[config.mk]
export PLATFORM = sky130hd
export DESIGN_NAME = sw_event_capture
export DESIGN_NICKNAME = d
export VERILOG_FILES = /design/src/rtl/sw_event_capture.sv
export SDC_FILE = /design/constraint.sdc
export NUM_CORES = 1
export LEC_CHECK = 0
export ABC_CLOCK_PERIOD_IN_PS = 1900
export CORE_MARGIN = 2
export CORE_UTILIZATION = 31
export CTS_BUF_LIST = sky130_fd_sc_hd__clkbuf_8 sky130_fd_sc_hd__clkbuf_16
export CTS_CLUSTER_DIAMETER = 80
export DETAILED_ROUTE_END_ITERATION = 10
export GPL_TIMING_DRIVEN = 0
export PLACE_DENSITY = 0.8
export SKIP_CTS_REPAIR_TIMING = 1
export SYNTH_ARGS = -nofsm -noshare
export SYNTH_HDL_FRONTEND = slang
export SYNTH_SLANG_ARGS = --single-unit
[constraint.sdc]
create_clock -name PCLK -period 1.9 [get_ports PCLK]
set_input_delay 0.38 -clock PCLK [delete_from_list [all_inputs] [get_ports PCLK]]
set_output_delay 0.38 -clock PCLK [all_outputs]
set_load 0.02 [all_outputs]
[src/rtl/sw_event_capture.sv]
// Two-channel switch event capture: pending/mask/IRQ, saturating counters, APB3 register access.
// Define EVT_TIMESTAMP_EN to build the free-running timestamp counter and per-channel TS registers.
module sw_event_capture #(
    parameter int CNT_W = 8,
    parameter int TS_W  = 32
) (
    input  logic        PCLK,
    input  logic        PRESET,
    input  logic        PSEL,
    input  logic        PENABLE,
    input  logic        PWRITE,
    input  logic [31:0] PADDR,
    input  logic [31:0] PWDATA,
    output logic [31:0] PRDATA,
    output logic        PREADY,
    output logic        PSLVERR,
    input  logic [1:0]  EV_IN,
    output logic        IRQ
);

    localparam logic [7:0] OFF_STATUS = 8'h00;
    localparam logic [7:0] OFF_MASK   = 8'h04;
    localparam logic [7:0] OFF_COUNT0 = 8'h08;
    localparam logic [7:0] OFF_COUNT1 = 8'h0C;
    localparam logic [7:0] OFF_TS0    = 8'h10;
    localparam logic [7:0] OFF_TS1    = 8'h14;
    localparam logic [7:0] OFF_TSNOW  = 8'h18;

    localparam logic [CNT_W-1:0] CNT_MAX = {CNT_W{1'b1}};
    localparam logic [CNT_W-1:0] CNT_ONE = CNT_W'(1);

    logic [7:0]  off;
    logic        access;
    logic        addr_ok;
    logic        wr_en;
    logic        rd_en;
    logic [1:0]  w1c;
    logic [31:0] rdata;

    logic [1:0]            pending_q, pending_d;
    logic [1:0]            mask_q, mask_d;
    logic [1:0][CNT_W-1:0] count_q, count_d;
    logic                  irq_q, irq_d;

    logic unused_bits;
    assign unused_bits = ^{PADDR[31:8], PWDATA[31:2]};

    assign off    = PADDR[7:0];
    assign access = PSEL & PENABLE;

    always_comb begin
        case (off)
            OFF_STATUS, OFF_MASK, OFF_COUNT0, OFF_COUNT1,
            OFF_TS0, OFF_TS1, OFF_TSNOW: addr_ok = 1'b1;
            default:                     addr_ok = 1'b0;
        endcase
    end

    // Erroring accesses are dropped entirely: no write side effects, zero read data.
    assign wr_en   = access & PWRITE & addr_ok;
    assign rd_en   = access & ~PWRITE & addr_ok;
    assign PSLVERR = access & ~addr_ok;
    assign PREADY  = 1'b1;

    always_comb begin
        w1c       = (wr_en && off == OFF_STATUS) ? PWDATA[1:0] : 2'b00;
        pending_d = (pending_q & ~w1c) | EV_IN;
        mask_d    = (wr_en && off == OFF_MASK) ? PWDATA[1:0] : mask_q;
        irq_d     = |(pending_q & mask_q);
    end

    always_comb begin
        count_d = count_q;
        for (int n = 0; n < 2; n++) begin
            if (wr_en && off == ((n == 0) ? OFF_COUNT0 : OFF_COUNT1)) begin
                count_d[n] = EV_IN[n] ? CNT_ONE : '0;
            end else if (EV_IN[n] && count_q[n] != CNT_MAX) begin
                count_d[n] = count_q[n] + CNT_ONE;
            end
        end
    end

    always_ff @(posedge PCLK or posedge PRESET) begin
        if (PRESET) begin
            pending_q <= '0;
            mask_q    <= '0;
            count_q   <= '0;
            irq_q     <= 1'b0;
        end else begin
            pending_q <= pending_d;
            mask_q    <= mask_d;
            count_q   <= count_d;
            irq_q     <= irq_d;
        end
    end

    assign IRQ = irq_q;

`ifdef EVT_TIMESTAMP_EN
    logic [TS_W-1:0]      ts_cnt_q, ts_cnt_d;
    logic [1:0][TS_W-1:0] ts_q, ts_d;

    // Each TS register captures the counter value seen in the event cycle itself.
    always_comb begin
        ts_cnt_d = ts_cnt_q + TS_W'(1);
        ts_d     = ts_q;
        for (int n = 0; n < 2; n++) begin
            if (EV_IN[n]) begin
                ts_d[n] = ts_cnt_q;
            end
        end
    end

    always_ff @(posedge PCLK or posedge PRESET) begin
        if (PRESET) begin
            ts_cnt_q <= '0;
            ts_q     <= '0;
        end else begin
            ts_cnt_q <= ts_cnt_d;
            ts_q     <= ts_d;
        end
    end
`else
    logic [TS_W-1:0] unused_ts;
    assign unused_ts = '0;
`endif

    always_comb begin
        rdata = '0;
        case (off)
            OFF_STATUS: rdata = {30'b0, pending_q};
            OFF_MASK:   rdata = {30'b0, mask_q};
            OFF_COUNT0: rdata = 32'(count_q[0]);
            OFF_COUNT1: rdata = 32'(count_q[1]);
`ifdef EVT_TIMESTAMP_EN
            OFF_TS0:    rdata = 32'(ts_q[0]);
            OFF_TS1:    rdata = 32'(ts_q[1]);
            OFF_TSNOW:  rdata = 32'(ts_cnt_q);
`endif
            default:    rdata = '0;
        endcase
    end

    assign PRDATA = rd_en ? rdata : 32'h0;

endmodule

# Word level (Yosys, flattened, before mapping)
# Cells that the tools add are included.
[op_classes]
multipliers = 0
addsub = 2
div_mod_pow = 0
n_lt_le_gt_ge = 0
shifts = 0
eq_ne = 8
n_reduce_logical = 11
mux = 10
bitwise_logic = 12
[ops]
columns = ["op", "count"]
rows = [
  ["2-to-1 mux 32 bit", 1],
  ["2-to-1 mux 8 bit", 4],
  ["case mux 8 bit (4 select lines)", 1],
  ["equality test 8 x 5 -> 1 bit (second input constant)", 3],
  ["adder 8 x 1 -> 8 bit (second input constant)", 2],
  ["equality test 8 x 4 -> 1 bit (second input constant)", 2],
  ["!= test 8 bit (second input constant)", 2],
  ["equality test 8 x 3 -> 1 bit (second input constant)", 1],
  ["logical NOT 8 bit", 1],
  ["OR reduction 7 bit", 1],
  ["AND 1 bit", 6],
  ["logical AND 1 bit", 6],
  ["AND 2 bit", 2],
  ["nonzero test 2 bit", 2],
  ["2-to-1 mux 1 bit", 3],
  ["2-to-1 mux 2 bit", 1],
  ["inverter 1 bit", 2],
  ["inverter 2 bit", 1],
  ["OR 2 bit", 1],
  ["OR reduction 2 bit", 1],
]
[totals]
latch_bits = 0
ff_bits = 21
rom_bits = 0
mem_count = 0
ram_bits = 0
inputBits = 71

# Logic depth before layout (Yosys ltp)
[logic_depth]
word_depth = 9
depth_mapped = 5
mapped_depth_nobuf = 5

# Worst setup path after synthesis
# OpenSTA, ideal clock, no wires.
[synth_path]
kind = "input to output"
from = "input port PADDR[5]"
to = "output port PRDATA[0]"
arrival_ns = 1.778
setup_slack_ns = -0.258
required_time_ns = 1.520
stages = 3
cell_sequence = "or4_1 -> buf_2 -> nor4b_1"
[synth_between]
elab_chain_len = 5
elab_cells_between_ends = 12
cone_classes = "eq/ne: 6; mux: 3; bitwise: 1; reduce/logical: 2"
[synth_rtl]
columns = ["element", "line", "rtl"]
rows = [
  ["start: declaration", "12", "input logic [31:0] PADDR,"],
  ["equality test 8 x 3 -> 1 bit, or another cell as far along", "52, 130", ""],
  ["OR reduction 7 bit", "52", "case (off)"],
  ["2-to-1 mux 1 bit", "52", ""],
  ["AND 1 bit", "61", "assign rd_en = access & ~PWRITE & addr_ok;"],
  ["2-to-1 mux 32 bit *", "144", "assign PRDATA = rd_en ? rdata : 32'h0;"],
  ["end: declaration", "14", "output logic [31:0] PRDATA,"],
]
# Every way passes the cells marked *; elsewhere a longest branch is shown, timed or not.

# Worst setup path in the final report
[layout_path]
from = "input port PADDR[5]"
to = "output port PRDATA[2]"
# Same word-level chain as after synthesis.

==> results.md <==
Routing:
- The number of nets with antenna violations after detailed routing is 0.
- In the routed design, unresolved DRC markers number 0.
- The detailed-route wire length is 3440 µm.
- For this run, the detailed router's first-pass iteration total came to 4.
- Across all layers, the routed design uses 1294 vias.
- After detailed routing, the average wire length per cell comes to 13.0 µm.
- In this run, the number of DRC markers left after iteration 0 of detailed routing was 54.
- In the routed layout, each cell is associated on average with a via count of 4.88.

Critical path:
- STA puts the critical path data required time at 1.52 ns.
- The setup slack on the worst flop-to-flop path is 0.21 ns.
- In this design, the stage delay of the slowest critical-path cell is 0.58 ns.
- The worst setup path is captured at an output port.
- Walking the worst path, the cells encountered are buf_6 -> or4_4 -> nor2_4 -> nand3b_1 -> buf_6 -> nor2_4 -> buf_6.
- At the worst endpoint, the arrival time is 1.75 ns.
- In this run the worst path has a maximum fanout of 6.
- The type of the worst setup path is in -> out.
- The worst setup path is launched from a primary input.
- The slowest stage of the critical path belongs to the cell sky130_fd_sc_hd__or4_4.
- In this design, the critical path's most frequently occurring cell is sky130_fd_sc_hd__buf_6.

GRT:
- The pin count of the biggest net entering global routing is 22.
- The initial antenna violation count is 0.
- The aggregate global routing overflow is 0.
- The number of global-route vias before repair is 1151.
- The first global-routing pass estimated 5210 µm of wire.
- Across every metal layer, demand over resource in global routing totals 12.5%.

Floorplan:
- The count of pins on the block boundary is 106.
- The placeable core region is 4630 µm².
- The floorplan step defined a die boundary enclosing 5300 µm².
- The die width is 72.8 µm.
- The vertical extent of the die is 72.8 µm.
- The number of standard-cell rows in the floorplan is 25.
- The initial core utilization is 31.7%.

Logic synthesis:
- Averaged over all synthesized cells, the footprint is 9.29 µm².
- The count of different cell masters after synthesis is 39.
- Sequential cells were found to cover 35.8% of the synthesized design area.
- After synthesis, the largest area contributor takes up 35.8% of total cell area.
- The most area-hungry cell type in the Yosys netlist is sky130_fd_sc_hd__dfrtp_1.
- The most used flip-flop cell after synthesis is sky130_fd_sc_hd__dfrtp_1.
- The number of synthesized flops with an enable pin is 0.
- The count of warnings emitted by yosys is 0.
- The share of flip-flops with an asynchronous set or reset is 100%.
- After synthesis the netlist holds a flip-flop and latch count of 21.
- The post-synthesis cell count is 158.
- After synthesis, the cell types taking the most area are sky130_fd_sc_hd__dfrtp_1 (36%), sky130_fd_sc_hd__buf_4 (13%), sky130_fd_sc_hd__mux2i_1 (5.5%).
- The synthesized cell area is 1470 µm².

Placement:
- The placed instances occupy a cell area of 1890 µm².
- Buffers placed on the I/O ports in this run total 23.
- The final RePlAce weighted congestion is 0.795.
- The post-placement cell count is 258.
- After legalization and detailed placement, the total HPWL measured 2490 µm.

Clock network:
- The TritonCTS buffer count is 3.
- For the worst-skew pair, the clock arrives at the later sink with an insertion delay of 0.27 ns.
- The library cell used as clock root buffer is sky130_fd_sc_hd__clkbuf_8.
- TritonCTS built the clock tree.
- In this run the number of H-tree levels came out at 1.
- CTS saw 21 sinks.
- The maximum buffer depth of the clock tree is 2.
- After clock tree synthesis, the clock-pin slew on the worst setup and hold paths is 0.08 ns.

STA:
- The number of slew-limit violations in the final report was 0.
- For the final database, setup skew stands at 0.00282 ns.
- In the post-route analysis, the smallest setup slack over all paths is -0.228 ns.
- At the pin with the least slew margin, the transition time is 0.793 ns.
- Derived from the worst setup path, the maximum achievable clock frequency is 0.470 GHz.
- The hold slack is 0.512 ns.
- The minimum period implied by the final worst setup slack is 2.13 ns.
- Setup repair after global routing could not meet its margin everywhere.
- The final setup violation count is 8.
- The headroom to the max-slew limit is 47.1%.
- The count of endpoints failing hold in the final timing report is 0.
- The final worst-path cycle share is 112%.
- Summed over all failing endpoints, the final setup total negative slack is -1.43 ns.

Job:
- Max-cap violations in this run came to 0.

Finish:
- The final design instance area without fill is 2020 µm².
- After the flow finishes, the layout carries non-filler instances totaling 265.
- The final net count is 285.
- The number of filler instances in the final layout is 461.
- The utilization of the core after routing is 43.6%.
- In the final layout, the share of cells above drive strength 1 is 28.4%.
- 0 antenna diodes ended up in the layout.
- Compared with the post-synthesis result, the final layout area differs by 37.6%.

Min path:
- The type of the worst min-delay path is in -> reg.

Power:
- Across the VDD grid, the largest voltage drop is 0.000274 V.
- The power density relative to cell area is 749 nW/µm².
- The reported leakage power is 0.972 nW.

Run status:
- The run finished, with violations left.
- The checks that failed: negative setup slack.
-- layout by cell type, fill, tap and decap left out, types with 3 or more instances in the layout --
cell type                         count
sky130_fd_sc_hd__a21oi_1              3
sky130_fd_sc_hd__buf_4               29
sky130_fd_sc_hd__buf_6                8
sky130_fd_sc_hd__clkbuf_1             3
sky130_fd_sc_hd__clkbuf_2             3
sky130_fd_sc_hd__clkbuf_8             3
sky130_fd_sc_hd__clkdlybuf4s50_1      5
sky130_fd_sc_hd__conb_1              25
sky130_fd_sc_hd__dfrtp_1             21
sky130_fd_sc_hd__dlymetal6s2s_1       7
sky130_fd_sc_hd__mux2i_1              8
sky130_fd_sc_hd__nand2_1              7
sky130_fd_sc_hd__nand3_1              7
sky130_fd_sc_hd__nand4_1              6
sky130_fd_sc_hd__nor2_1              14
sky130_fd_sc_hd__nor2_4               7
sky130_fd_sc_hd__nor4b_1              3
sky130_fd_sc_hd__o211ai_1             4
sky130_fd_sc_hd__o21ai_0              4
sky130_fd_sc_hd__xor2_1               5
-- stage by stage --
| stage | setup slack, ns | power [mW] |
|---|---|---|
| floorplan | -0.257 | 1.07 |
| global placement | -1.23 | 1.18 |
| detailed placement | -1.25 | 1.20 |
| CTS | -1.25 | 1.50 |
| global route | -0.258 | 1.61 |
| finish | -0.228 | 1.51 |
-- worst max-delay path, delay by kind of cell --
kind | cells | cell delay [ns]
AND/OR/NAND/NOR | 4 | 0.96
buffers and inverters | 3 | 0.40
-- power by group --
part	internal, mW	switching (mW)
logic	0.228	0.256
clock network	0.146	0.153
registers	0.563	0.166
-- cell families after synthesis --
logic type	share of synthesized area [%]
adder cells (fa/ha/maj)	1.70
AO/OA/AOI/OAI	8.61
other	0.512
AND/OR/NAND/NOR	24.6
XOR/XNOR	4.18
buffers and inverters	14.5
flip-flops	35.8
multiplexers	10.1
-- path summary, 6_finish.rpt --
check	cells past startpoint	start	end
worst min register to register	1	pending_q[1]	pending_q[1]
worst max register to register	5	count_q[0]	count_q[1]
worst max-delay path	7	PADDR[5]	PRDATA[2]
min in group asynchronous	2	PRESET	pending_q[0]
max in group asynchronous	2	PRESET	count_q[3]
worst min-delay path	2	EV_IN[1]	pending_q[1]
-- Yosys cell counts (2+ instances only) --
master,n
sky130_fd_sc_hd__mux4_2,2
sky130_fd_sc_hd__xnor2_1,2
sky130_fd_sc_hd__conb_1,2
sky130_fd_sc_hd__nand3b_1,2
sky130_fd_sc_hd__nor2_1,21
sky130_fd_sc_hd__or3_1,2
sky130_fd_sc_hd__mux2i_1,8
sky130_fd_sc_hd__nand2_1,7
sky130_fd_sc_hd__buf_2,2
sky130_fd_sc_hd__mux2_2,2
sky130_fd_sc_hd__o21ai_0,5
sky130_fd_sc_hd__dfrtp_1,21
sky130_fd_sc_hd__a21oi_1,3
sky130_fd_sc_hd__o211ai_1,4
sky130_fd_sc_hd__and4_1,2
sky130_fd_sc_hd__nand3_1,7
sky130_fd_sc_hd__a21o_1,2
sky130_fd_sc_hd__and3_1,2
sky130_fd_sc_hd__ha_1,2
sky130_fd_sc_hd__clkbuf_1,3
sky130_fd_sc_hd__xor2_1,5
sky130_fd_sc_hd__nand4_1,6
sky130_fd_sc_hd__nor4b_1,3
sky130_fd_sc_hd__or4_1,2
sky130_fd_sc_hd__buf_4,25
sky130_fd_sc_hd__nor3_1,3
-- sequential cells by signal, indices dropped and copies added, names as in the netlist --
signal / count
pending_q: 2
count_q: 16
mask_q: 2
IRQ: 1
-- cell type report --
| class | instances | area [µm²] | area share [%] |
|---|---|---|---|
| clock buffer | 3 | 41.3 | 2.04 |
| timing repair buffer | 27 | 270 | 13.4 |
| multi-input combinational | 129 | 900 | 44.5 |
| buffer | 29 | 206 | 10.2 |
| inverter | 1 | 3.75 | 0.186 |
| sequential | 21 | 526 | 26.0 |
| tap | 54 | 67.6 | 3.35 |
| clock inverter | 1 | 5.00 | 0.248 |
-- layer usage --
metal	wire length (µm)	vias to the layer above	global-route usage, %
li1	-	622	-
met1	1500	619	15.8
met2	1650	48	21.1
met3	252	5	2.62
met4	47	0	4.32
met5	0	-	0
Note: power is estimated with default switching activity, not from simulation.
